$ cat config.mk
export PLATFORM = sky130hd
export DESIGN_NAME = demux18_sipo
export DESIGN_NICKNAME = d
export VERILOG_FILES = /design/src/rtl/demux_pkg.sv /design/src/rtl/demux18.sv /design/src/rtl/demux18_sipo.sv
export SDC_FILE = /design/constraint.sdc
export NUM_CORES = 1
export LEC_CHECK = 0
export ABC_AREA = 1
export BUFFER_PORTS_ARGS = -buffer_cell sky130_fd_sc_hd__buf_2
export CAP_MARGIN = 20
export CORE_MARGIN = 2
export CORE_UTILIZATION = 35
export DETAILED_ROUTE_END_ITERATION = 10
export GPL_TIMING_DRIVEN = 0
export RECOVER_POWER = 50
export SETUP_SLACK_MARGIN = 0.05
export SLEW_MARGIN = 15
export SYNTH_ARGS = -nofsm -noshare
export SYNTH_HDL_FRONTEND = slang
export SYNTH_SLANG_ARGS = --single-unit
$ cat constraint.sdc
create_clock -name clk -period 1.3 [get_ports clk]
set_clock_uncertainty 0.15 [all_clocks]
set_input_delay 0.065 -clock clk [delete_from_list [all_inputs] [get_ports clk]]
set_output_delay 0.065 -clock clk [all_outputs]
set_load 0.01 [all_outputs]
$ cat src/rtl/demux_pkg.sv
// Shared types and defaults for the lane-steering / serial-to-parallel blocks.
package demux_pkg;

  typedef enum logic {
    COLLECT = 1'b0,
    HOLD    = 1'b1
  } state_t;

  localparam int DEMUX_WIDTH = 8;

endpackage

$ cat src/rtl/demux18.sv
// One-hot lane decoder: raises exactly one write-enable (lane sel) when en is high.
module demux18 #(
  parameter int WIDTH = demux_pkg::DEMUX_WIDTH,
  parameter int SEL_W = $clog2(WIDTH)
) (
  input  logic             en,
  input  logic [SEL_W-1:0] sel,
  output logic [WIDTH-1:0] lane_en
);

  // WIDTH is a power of two, so every sel code addresses a real lane.
  always_comb begin
    lane_en = '0;
    if (en) lane_en[sel] = 1'b1;
  end

endmodule

$ cat src/rtl/demux18_sipo.sv
// Serial-in parallel-out collector: steers accepted bits to lane sel (LSB first)
// and presents each completed word on a valid/ready output register.
//
// state   | meaning
// COLLECT | accepting bits into the shadow register, in_ready=1
// HOLD    | complete word on out_data, out_valid=1, input stalled
module demux18_sipo
  import demux_pkg::*;
#(
  parameter int WIDTH = DEMUX_WIDTH,
  parameter int SEL_W = $clog2(WIDTH)
) (
  input  logic             clk,
  input  logic             rst,
  input  logic             clear,
  input  logic             in_bit,
  input  logic             in_valid,
  output logic             in_ready,
  output logic [SEL_W-1:0] sel,
  output logic [WIDTH-1:0] out_data,
  output logic             out_valid,
  input  logic             out_ready
);

  state_t           state;
  state_t           next_state;
  logic [SEL_W-1:0] sel_q;
  // Top lane goes straight into out_data, so the shadow only keeps the lower lanes.
  logic [WIDTH-2:0] shadow;
  logic [WIDTH-1:0] lane_en;
  logic             accept;
  logic             word_done;

  assign in_ready  = (state == COLLECT);
  assign out_valid = (state == HOLD);
  assign sel       = sel_q;
  // clear wins over a bit presented in the same cycle.
  assign accept    = in_valid & in_ready & ~clear;
  assign word_done = lane_en[WIDTH-1];

  demux18 #(
    .WIDTH (WIDTH),
    .SEL_W (SEL_W)
  ) u_lane_dec (
    .en      (accept),
    .sel     (sel_q),
    .lane_en (lane_en)
  );

  always_comb begin
    next_state = state;
    case (state)
      COLLECT: if (word_done) next_state = HOLD;
      HOLD:    if (out_ready) next_state = COLLECT;
      default: next_state = COLLECT;
    endcase
  end

  always_ff @(posedge clk) begin
    if (rst) begin
      state <= COLLECT;
    end else begin
      state <= next_state;
    end
  end

  always_ff @(posedge clk) begin
    if (rst || clear) begin
      sel_q <= '0;
    end else if (accept) begin
      sel_q <= sel_q + 1'b1;
    end
  end

  always_ff @(posedge clk) begin
    if (rst || clear) begin
      shadow <= '0;
    end else begin
      for (int k = 0; k < WIDTH - 1; k++) begin
        if (lane_en[k]) shadow[k] <= in_bit;
      end
    end
  end

  always_ff @(posedge clk) begin
    if (rst) begin
      out_data <= '0;
    end else if (word_done) begin
      out_data <= {in_bit, shadow};
    end
  end

endmodule
# Yosys cells after proc, flatten, opt, wreduce, memory -nomap -nowiden
# Cells that the tools add are included.
# word_totals
wordCells	25
inputBits	6
ff_bits	19
out_inout_bits	13
# classes
n_reduce_logical	2
bitwise	4
add_sub_neg	1
muxes	6
n_lt_le_gt_ge	2
# ops
op	n
8-bit two-way mux	1
3-bit by 4-bit less-than comparator with 1-bit output, second input constant	1
3-bit by 1-bit adder with 3-bit output, second input constant	1
1-bit demux with 3-bit select	1
3-bit by 1-bit >= comparator with 1-bit output, second input constant	1
1-bit two-way mux	3
1-bit bitwise AND	2
1-bit inverter	2
1-bit one-hot mux with 2 select lines	1
1-bit logical AND	1
1-bit logical OR	1

# Logic depth before layout (Yosys ltp)
# Gate-level depths: netlist of run 1.
# logic_depth
ltp_word	7
ltp_mapped	7
depth_no_buf	6

# Modules after synthesis
# Synthesis of run 1 repeated with hierarchy kept, for this count alone.
# unflattened
hier_cells	104
area_unflattened_um2	760.7
# by_module_without_submodules
mod	area_per_inst_um2	cells_each	n_inst	seq_area_each_um2
demux18_sipo	696.9	87	1	380.4
demux18	63.8	17	1	0.0

# Worst setup path before layout of run 1
# OpenSTA, ideal clock, no wires.
# synth_path
kind	reg2reg
startpoint	register sel_q[0] (netlist: sel[0])
endpoint	register out_data[2]
t_arrival_ns	1.055
required_ns	1.037
path_stages_with_launch	7
path_buffers	1
slack_ns	-0.017
period_less_slack_ns	1.317
setup_time_ns	0.113
path_cell_list	dfxtp_1 > nand3_2 > nor2_4 > buf_6 > nand2_1 > nand2_1 > nor2_1
# synth_between
elab_chain_cells	5
elab_cells_between_ends	6
cone_classes	order compare: 2; mux: 3; reduce/logical: 1
# synth_rtl
element	line	source
start, declared	demux18_sipo.sv:27	logic [SEL_W-1:0] sel_q;
start signal, assigned	demux18_sipo.sv:71	sel_q <= sel_q + 1'b1;
3-bit by 4-bit less-than comparator with 1-bit output (not written as such) or 3-bit by 1-bit >= comparator with 1-bit output (tied branches)	demux18.sv:14	if (en) lane_en[sel] = 1'b1;
1-bit logical AND (not written as such)	demux18.sv:14	
1-bit two-way mux (not written as such)	demux18.sv:14	
1-bit demux with 3-bit select *	n/a	
8-bit two-way mux *	demux18.sv:14	
end signal, assigned	demux18_sipo.sv:89	out_data <= {in_bit, shadow};
end, declared	demux18_sipo.sv:20	output logic [WIDTH-1:0] out_data,
# Every way passes the cells marked *; elsewhere a longest branch is shown, timed or not.
# A chain may end at the register's enable or synchronous reset.

# Worst setup path after layout of run 1
# layout_path
startpoint	register state (netlist: out_valid)
endpoint	register out_data[0]
# layout_between
elab_chain_cells	4
# layout_rtl
element	line	source
start, declared	demux18_sipo.sv:25	state_t state;
start signal, assigned	demux18_sipo.sv:63	state <= next_state;
1-bit inverter	n/a	
1-bit bitwise AND (2 in series)	demux18_sipo.sv:38	assign accept = in_valid & in_ready & ~clear;
8-bit two-way mux	demux18.sv:14	
# Every way passes these cells.

==> metrics.md, run 1 <==
| Metric | Value |
|---|---|
| Status | `finished with violations` |
| Failing checks | `negative hold slack` |
| Crit path launch type | `register` |
| Worst setup path class | `register to register` |
| Layout Utilization | `between 40% and 50%` |
| Die H | `53.1 um` |
| Dpl ws | `-0.0459 ns` |
| Hold Path Cell Cnt | `4` |
| Pre-Repair DR Iteration Count | `4` |
| CP max stage cell | `dfxtp_2` |
| Top Ports | `19` |
| Combinational Power Share | `9.5%` |
| Fmax achieved | `approximately 830 MHz` |
| Hold Path Sink | `sel[2]` |
| Layout Nets | `about 170` |
| First-pass GRT wire length | `approximately 2800 um` |
| Vias per cell | `4.38` |
| Tot Pwr | `about 990 uW` |
| Sequential share of power | `59.8%` |
| Sink Count | `19` |
| Clk pwr share | `30.8%` |
| Drt drc | `0` |
| Most frequent cell on the critical path | `nand2_1` |
| Req. time, crit path | `1.35 ns` |
| Initial Util | `37.5%` |
| Initial drt markers | `5` |
| Largest stage delay, worst path | `about 0.35 ns` |
| Pint | `737 uW` |
| GR Overflow Total | `0` |
| Worst R2R Path Depth | `7` |
| Layout cells sized above 1 | `a little under a quarter` |
| Layout area overhead | `32.7%` |
| Post-synthesis sequential area ratio | `a little under half` |
| Area occupied by multi-input gates | `429 um2` |
| Sequential cell area | `around 390 um2` |
| Final max-slew violation count | `0` |
| Vias in the first global route | `687` |
| PD cells | `880 nW/um2` |
| Syn Area/Cell | `6.65 um2` |
| RSZ-0062 raised after global routing | `true` |
| Top delay family on crit path | `simple AND/OR/NAND/NOR gates` |
| Maxcap violations | `0` |
| Sw power | `250 uW` |
| RePlAce Congestion | `0.746` |
| Diodes inserted | `0` |
| Net Sw Frac | `approximately a quarter` |
| CTS tree | `yes` |
| Buffers on Ports | `18` |
| Clock buffer depth | `2` |
| R2r endpoint | `out_data[0]` |
| Fillers | `254` |
| H-tree levels | `1` |
| DR vias | `roughly 800` |
| Met3 wire length | `67 um` |
| Largest net degree at the start of global routing | `12` |
| Core Footprint | `2250 um2` |
| Cell count after synthesis | `127` |
| Die ar. | `2820 um2` |
| Worst Min Path Start | `clear` |
| Non-filler cells, final | `186` |
| Yosys cell types | `14` |
| Cts bufs inserted | `3` |
| Clock latency at the later pin of the worst-skew pair | `~0.3 ns` |
| Worst Hold Class | `primary input to register` |
| Uppermost layer routed | `met4` |
| WL final | `1790 um` |
| Period utilization | `92.8%` |
| Critical path depth | `7` |
| Crit. End Element | `register` |
| Dpl cells | `173` |
| Rel. slew slack | `between 80 and 90%` |
| Tightest Pin Transition | `between 0.2 and 0.3 ns` |
| RR Startpoint | `out_valid` |
| Routed Antenna Nets | `0` |
| Critical Path AT | `1.26 ns` |
| Detail Placement HPWL | `about 1200 um` |
| Worst-path clk slew | `0.11 ns` |
| All-Layer GR Usage | `13.6%` |
| FF-to-FF setup slack | `0.09 ns` |
| Leakage power | `0.000460 uW` |
| Antenna violations before repair | `0` |
| CP Max Fanout | `7` |
| Min cycle time layout | `1.21 ns` |
| Die W | `53.1 um` |
| Rows | `17` |
| Setup WS post-layout | `0.0936 ns` |
| Max VDD drop | `399 uV` |
| Mapped Area | `about 840 um2` |
| Drt wl/cell | `around 9.6 um` |
| Net Count, Synth | `about 130` |
| Syn. warnings | `0` |
| WL met2 | `about 880 um` |
| Final hold vios | `6` |
| Critical Path, Cell by Cell | `inv_4 -> nand3_4 -> nor2_4 -> buf_6 -> nand2_1 -> nand2_1 -> nor2_1` |
| Root Driver | `clkbuf_4` |
| Hold slack | `-0.00898 ns` |
| Yosys reg bits | `19` |
| M1 WL | `828 um` |
| Setup-failing EPs final | `0` |
| Worst Path Buf+Inv | `2` |
logic make-up after synthesis:
kind of cell | share of synthesized area [%]
buffers and inverters | 8.59
and+or+nand+nor | 41.3
DFF | 45.0
AOI/OAI and AO/OA | 3.55
adders and majority gates | 1.48
layout make-up:
class,count,share of cell area (%)
multi-input combinational,91,38.3
tap,28,3.12
timing repair buffer,27,14.5
sequential,19,35.0
buffer,1,1.00
clock inverter,1,0.446
clock buffer,3,2.01
inverter,16,5.58
sequential cells by signal, indices dropped and copies added, names as in the netlist:
name / flops
out_valid: 1
shadow: 7
sel: 3
out_data: 8
synth_stat cells:
cell      count  area share [%]
nand3_2       2             2.4
nor2_4        1             1.3
buf_6         1             1.3
a21oi_1       5             3.0
inv_1        15             6.7
clkinv_2      1            0.59
nand3_1       6             3.6
nor3_1        1            0.59
dfxtp_1      19              45
nor2_1       39              17
nand2_1      33              15
o21ai_0       1            0.59
ha_1          1             1.5
nor2_2        2             1.5
per-stage QoR:
stage / instance area, um2 / TNS, ns / hold WS, ns
final: 1120 / 0 / -0.00898
after global routing: 1120 / 0 / 0.00907
after CTS: 1050 / 0 / -0.0707
after detailed placement: 973 / -0.0459 / 0.122
after global placement: 973 / -0.0297 / 0.119
after floorplan: 848 / 0 / -0.0126
power by group through the flow:
stage                     sequential, uW  combinational (uW)  clock [uW]
after global routing                 591                 105         346
after detailed placement             606                72.2           0
after CTS                            594                81.1         319
after floorplan                      607                46.2           0
final                                589                93.4         304
after global placement               606                70.5           0
what timing repair did:
item                                    in CTS  in global routing
hold buffers                                 3                  1
cloned                                       0                  1
endpoints found under the hold margin       11                  1
endpoints found under the setup margin      12                 16
resized for setup                            2                 18
pin swaps                                    1                  2
buffers inserted                             1                  3
tightest hold or removal path, delay by kind of cell:
| kind | cells | cell delay, ns |
|---|---|---|
| buffers and inverters | 1 | 0.16 |
| AND/OR/NAND/NOR | 3 | 0.18 |
how the worst max path moves through the flow:
stage | from | end | slack [ns]
floorplan | out_valid | out_data[2] | 0.05
global placement | sel[0] | out_data[2] | -0.03
detailed placement | sel[0] | out_data[2] | -0.05
CTS | in_valid | shadow[0] | 0.07
global route | out_valid | out_data[7] | 0.01
finish | out_valid | out_data[0] | 0.09
per-layer routing:
metal	up-vias	global-route usage, %
met3	2	2.54
met5	-	0
met2	10	21.7
met1	354	17.5
li1	448	-
met4	0	6.41
layout by cell type (no fill, tap or decap):
cell type,synthesis,layout
nor2_2,2,3
clkbuf_4,0,4
nand2_1,33,28
a21oi_1,5,5
clkinv_2,1,1
nor3_1,1,1
ha_1,1,1
o21ai_0,1,1
nand2_2,0,5
buf_6,1,2
buf_4,0,4
dlygate4sd3_1,0,4
nand3_2,2,1
buf_2,0,8
dfxtp_1,19,15
nor2_1,39,36
dfxtp_4,0,3
clkbuf_1,0,9
nand3_1,6,6
inv_1,15,15
nor2_4,1,3
dfxtp_2,0,1
nand3_4,0,1
inv_4,0,1
No activity file was read; power rests on OpenSTA's default activity.
==> run 2: changes to the inputs <==
PLACE_DENSITY_LB_ADDON = 0.25   (was default)
SETUP_SLACK_MARGIN = 0.3   (was 0.05)
==> run 2 against run 1 <==
  * The flow still finishes with violations (negative hold slack)
  * Clock power about the same
  * Sequential cell count unchanged
  * Via count up 3.8%
  * Sequential share of layout area down 3.6 points
  * Die area unchanged
  * Routed wire length up 6.3%
  * Global-route usage up 0.67 points
  * First-iteration DRC count up 140%
  * Worst setup slack worse by 0.023 ns
  * Count of clock-buffer cells in the layout up 1
  * Hold slack worse by 0.027 ns
  * Largest cell class unchanged
==> metrics.md, run 2 (same netlist as run 1, synthesis figures left out) <==
| Metric | Value |
|---|---|
| Status | `finished with violations` |
| Failing checks | `negative hold slack` |
| Clock latency at the later pin of the worst-skew pair | `0.30 ns` |
| Largest net degree at the start of global routing | `11` |
| Pint | `751 uW` |
| Clk pwr share | `approximately 30%` |
| PD cells | `803 nW/um2` |
| Sequential share of power | `58.8%` |
| Drt drc | `0` |
| WL met2 | `950 um` |
| RSZ-0062 raised after global routing | `true` |
| Combinational Power Share | `11.0%` |
| Layout Utilization | `55.4%` |
| Commonest non-fill, non-tap cells in the layout | `nor2_1 (34), nand2_1 (23), inv_1 (15), dfxtp_1 (15), buf_2 (10)` |
| Die H | `around 53 um` |
| Fmax achieved | `813 MHz` |
| Die ar. | `2820 um2` |
| Uppermost layer routed | `met4` |
| Req. time, crit path | `1.35 ns` |
| Worst Hold Class | `primary input to register` |
| Crit path launch type | `register` |
| Detail Placement HPWL | `1210 um` |
| Worst-path clk slew | `0.11 ns` |
| Final hold vios | `3` |
| Setup-failing EPs final | `0` |
| Hold slack | `-0.0362 ns` |
| Period utilization | `a little over nine tenths` |
| Drt wl/cell | `between 9 and 10 um` |
| CP Max Fanout | `7` |
| Rows | `17` |
| Vias in the first global route | `711` |
| Critical Path AT | `1.28 ns` |
| Placed standard-cell area | `996 um2` |
| Initial Util | `37.5%` |
| Vias per cell | `4.42` |
| Buffers on Ports | `18` |
| Top Ports | `19` |
| Core Footprint | `roughly 2300 um2` |
| Fin Setup TNS | `0 ns` |
| Net Sw Frac | `25.2%` |
| Crit. End Element | `register` |
| H-tree levels | `1` |
| Cts bufs inserted | `3` |
| Layout Nets | `~170` |
| Rel. slew slack | `72.7%` |
| Antenna violations before repair | `0` |
| Sink Count | `19` |
| Die W | `53.1 um` |
| Sw power | `253 uW` |
| Met3 wire length | `77 um` |
| Max reg flops | `8` |
| GR Overflow Total | `0` |
| Diodes inserted | `0` |
| Pre-Repair DR Iteration Count | `4` |
| Biggest register | `out_data` |
| Routed Antenna Nets | `0` |
| Min cycle time layout | `1.23 ns` |
| CTS tree | `yes` |
| M1 WL | `834 um` |
| Commonest non-fill, non-tap cell in the layout | `nor2_1` |
| Max VDD drop | `413 uV` |
| First-pass GRT wire length | `2890 um` |
| Root Driver | `clkbuf_4` |
| WL final | `1900 um` |
| DR vias | `845` |
| Leakage power | `~0.00052 uW` |
| Maxcap violations | `0` |
| Design area | `1250 um2` |
| Fillers | `227` |
| Final max-slew violation count | `0` |
| Worst setup path class | `register to register` |
| All-Layer GR Usage | `approximately 14%` |
| Clock buffer depth | `2` |
| Layout cells sized above 1 | `a little over a third` |
| RePlAce Congestion | `about 0.75` |
| Tightest Pin Transition | `0.410 ns` |
| Layout area overhead | `48.0%` |
| Initial drt markers | `12` |
run 2: power groups by stage:
stage | Combinational, uW | Clock (uW) | Sequential, uW
final | 110 | 304 | 590
after global routing | 123 | 330 | 591
after CTS | 95.6 | 305 | 589
after detailed placement | 74.1 | 0 | 603
after global placement | 71.8 | 0 | 602
after floorplan | 47.4 | 0 | 603
run 2: worst paths after layout:
check	endpoint	cells after the start	startpoint	slack [ns]
worst max register to register	out_data[7]	6	sel[1]	0.07
worst min-delay path	sel[0]	3	in_valid	-0.04
worst max-delay path	out_data[7]	6	sel[1]	0.07
worst min register to register	out_data[7]	2	out_data[7]	0.34
run 2: cell type report:
cell class / count / area, um2 / area share, %
buffer: 1 / 11.3 / 0.901
clock buffer: 4 / 26.3 / 2.10
inverter: 16 / 65.1 / 5.21
multi-input combinational: 91 / 478 / 38.2
sequential: 19 / 393 / 31.4
tap: 28 / 35.0 / 2.80
timing repair buffer: 32 / 241 / 19.3
run 2: critical path: stages (launching register included):
cell,delay [ns]
dfxtp_4,0.41
nand3_4,0.10
nor2_4,0.19
buf_6,0.15
nand2_2,0.04
nand2_1,0.06
nor2_1,0.04
run 2: what timing repair did:
action / CTS / global route
buffers inserted: 8 / 2
endpoints found under the setup margin: 24 / 32
resized for setup: 14 / 22
endpoints found under the hold margin: 11 / 11
pin swaps: 3 / 6
cloned: 1 / 0
hold buffers: 1 / 2
run 2: routing by layer:
layer	vias to the layer above	track usage, %
met3	7	2.82
met4	0	7.26
met5	-	0
met2	21	25.2
li1	458	-
met1	359	16.0
run 2: metrics by stage:
| step | hold slack (ns) | setup slack (ns) | power (uW) | std cells |
|---|---|---|---|---|
| 6_report | -0.0362 | 0.0703 | 1000 | 191 |
| 3_5_place_dp | 0.130 | 0.00989 | 677 | 173 |
| 5_1_grt | -0.0286 | 0.0195 | 1040 | 191 |
| 4_1_cts | -0.188 | 0.0959 | 990 | 187 |
| 2_1_floorplan | -0.0200 | 0.109 | 650 | 127 |
| 3_3_place_gp | 0.112 | 0.0120 | 674 | 173 |
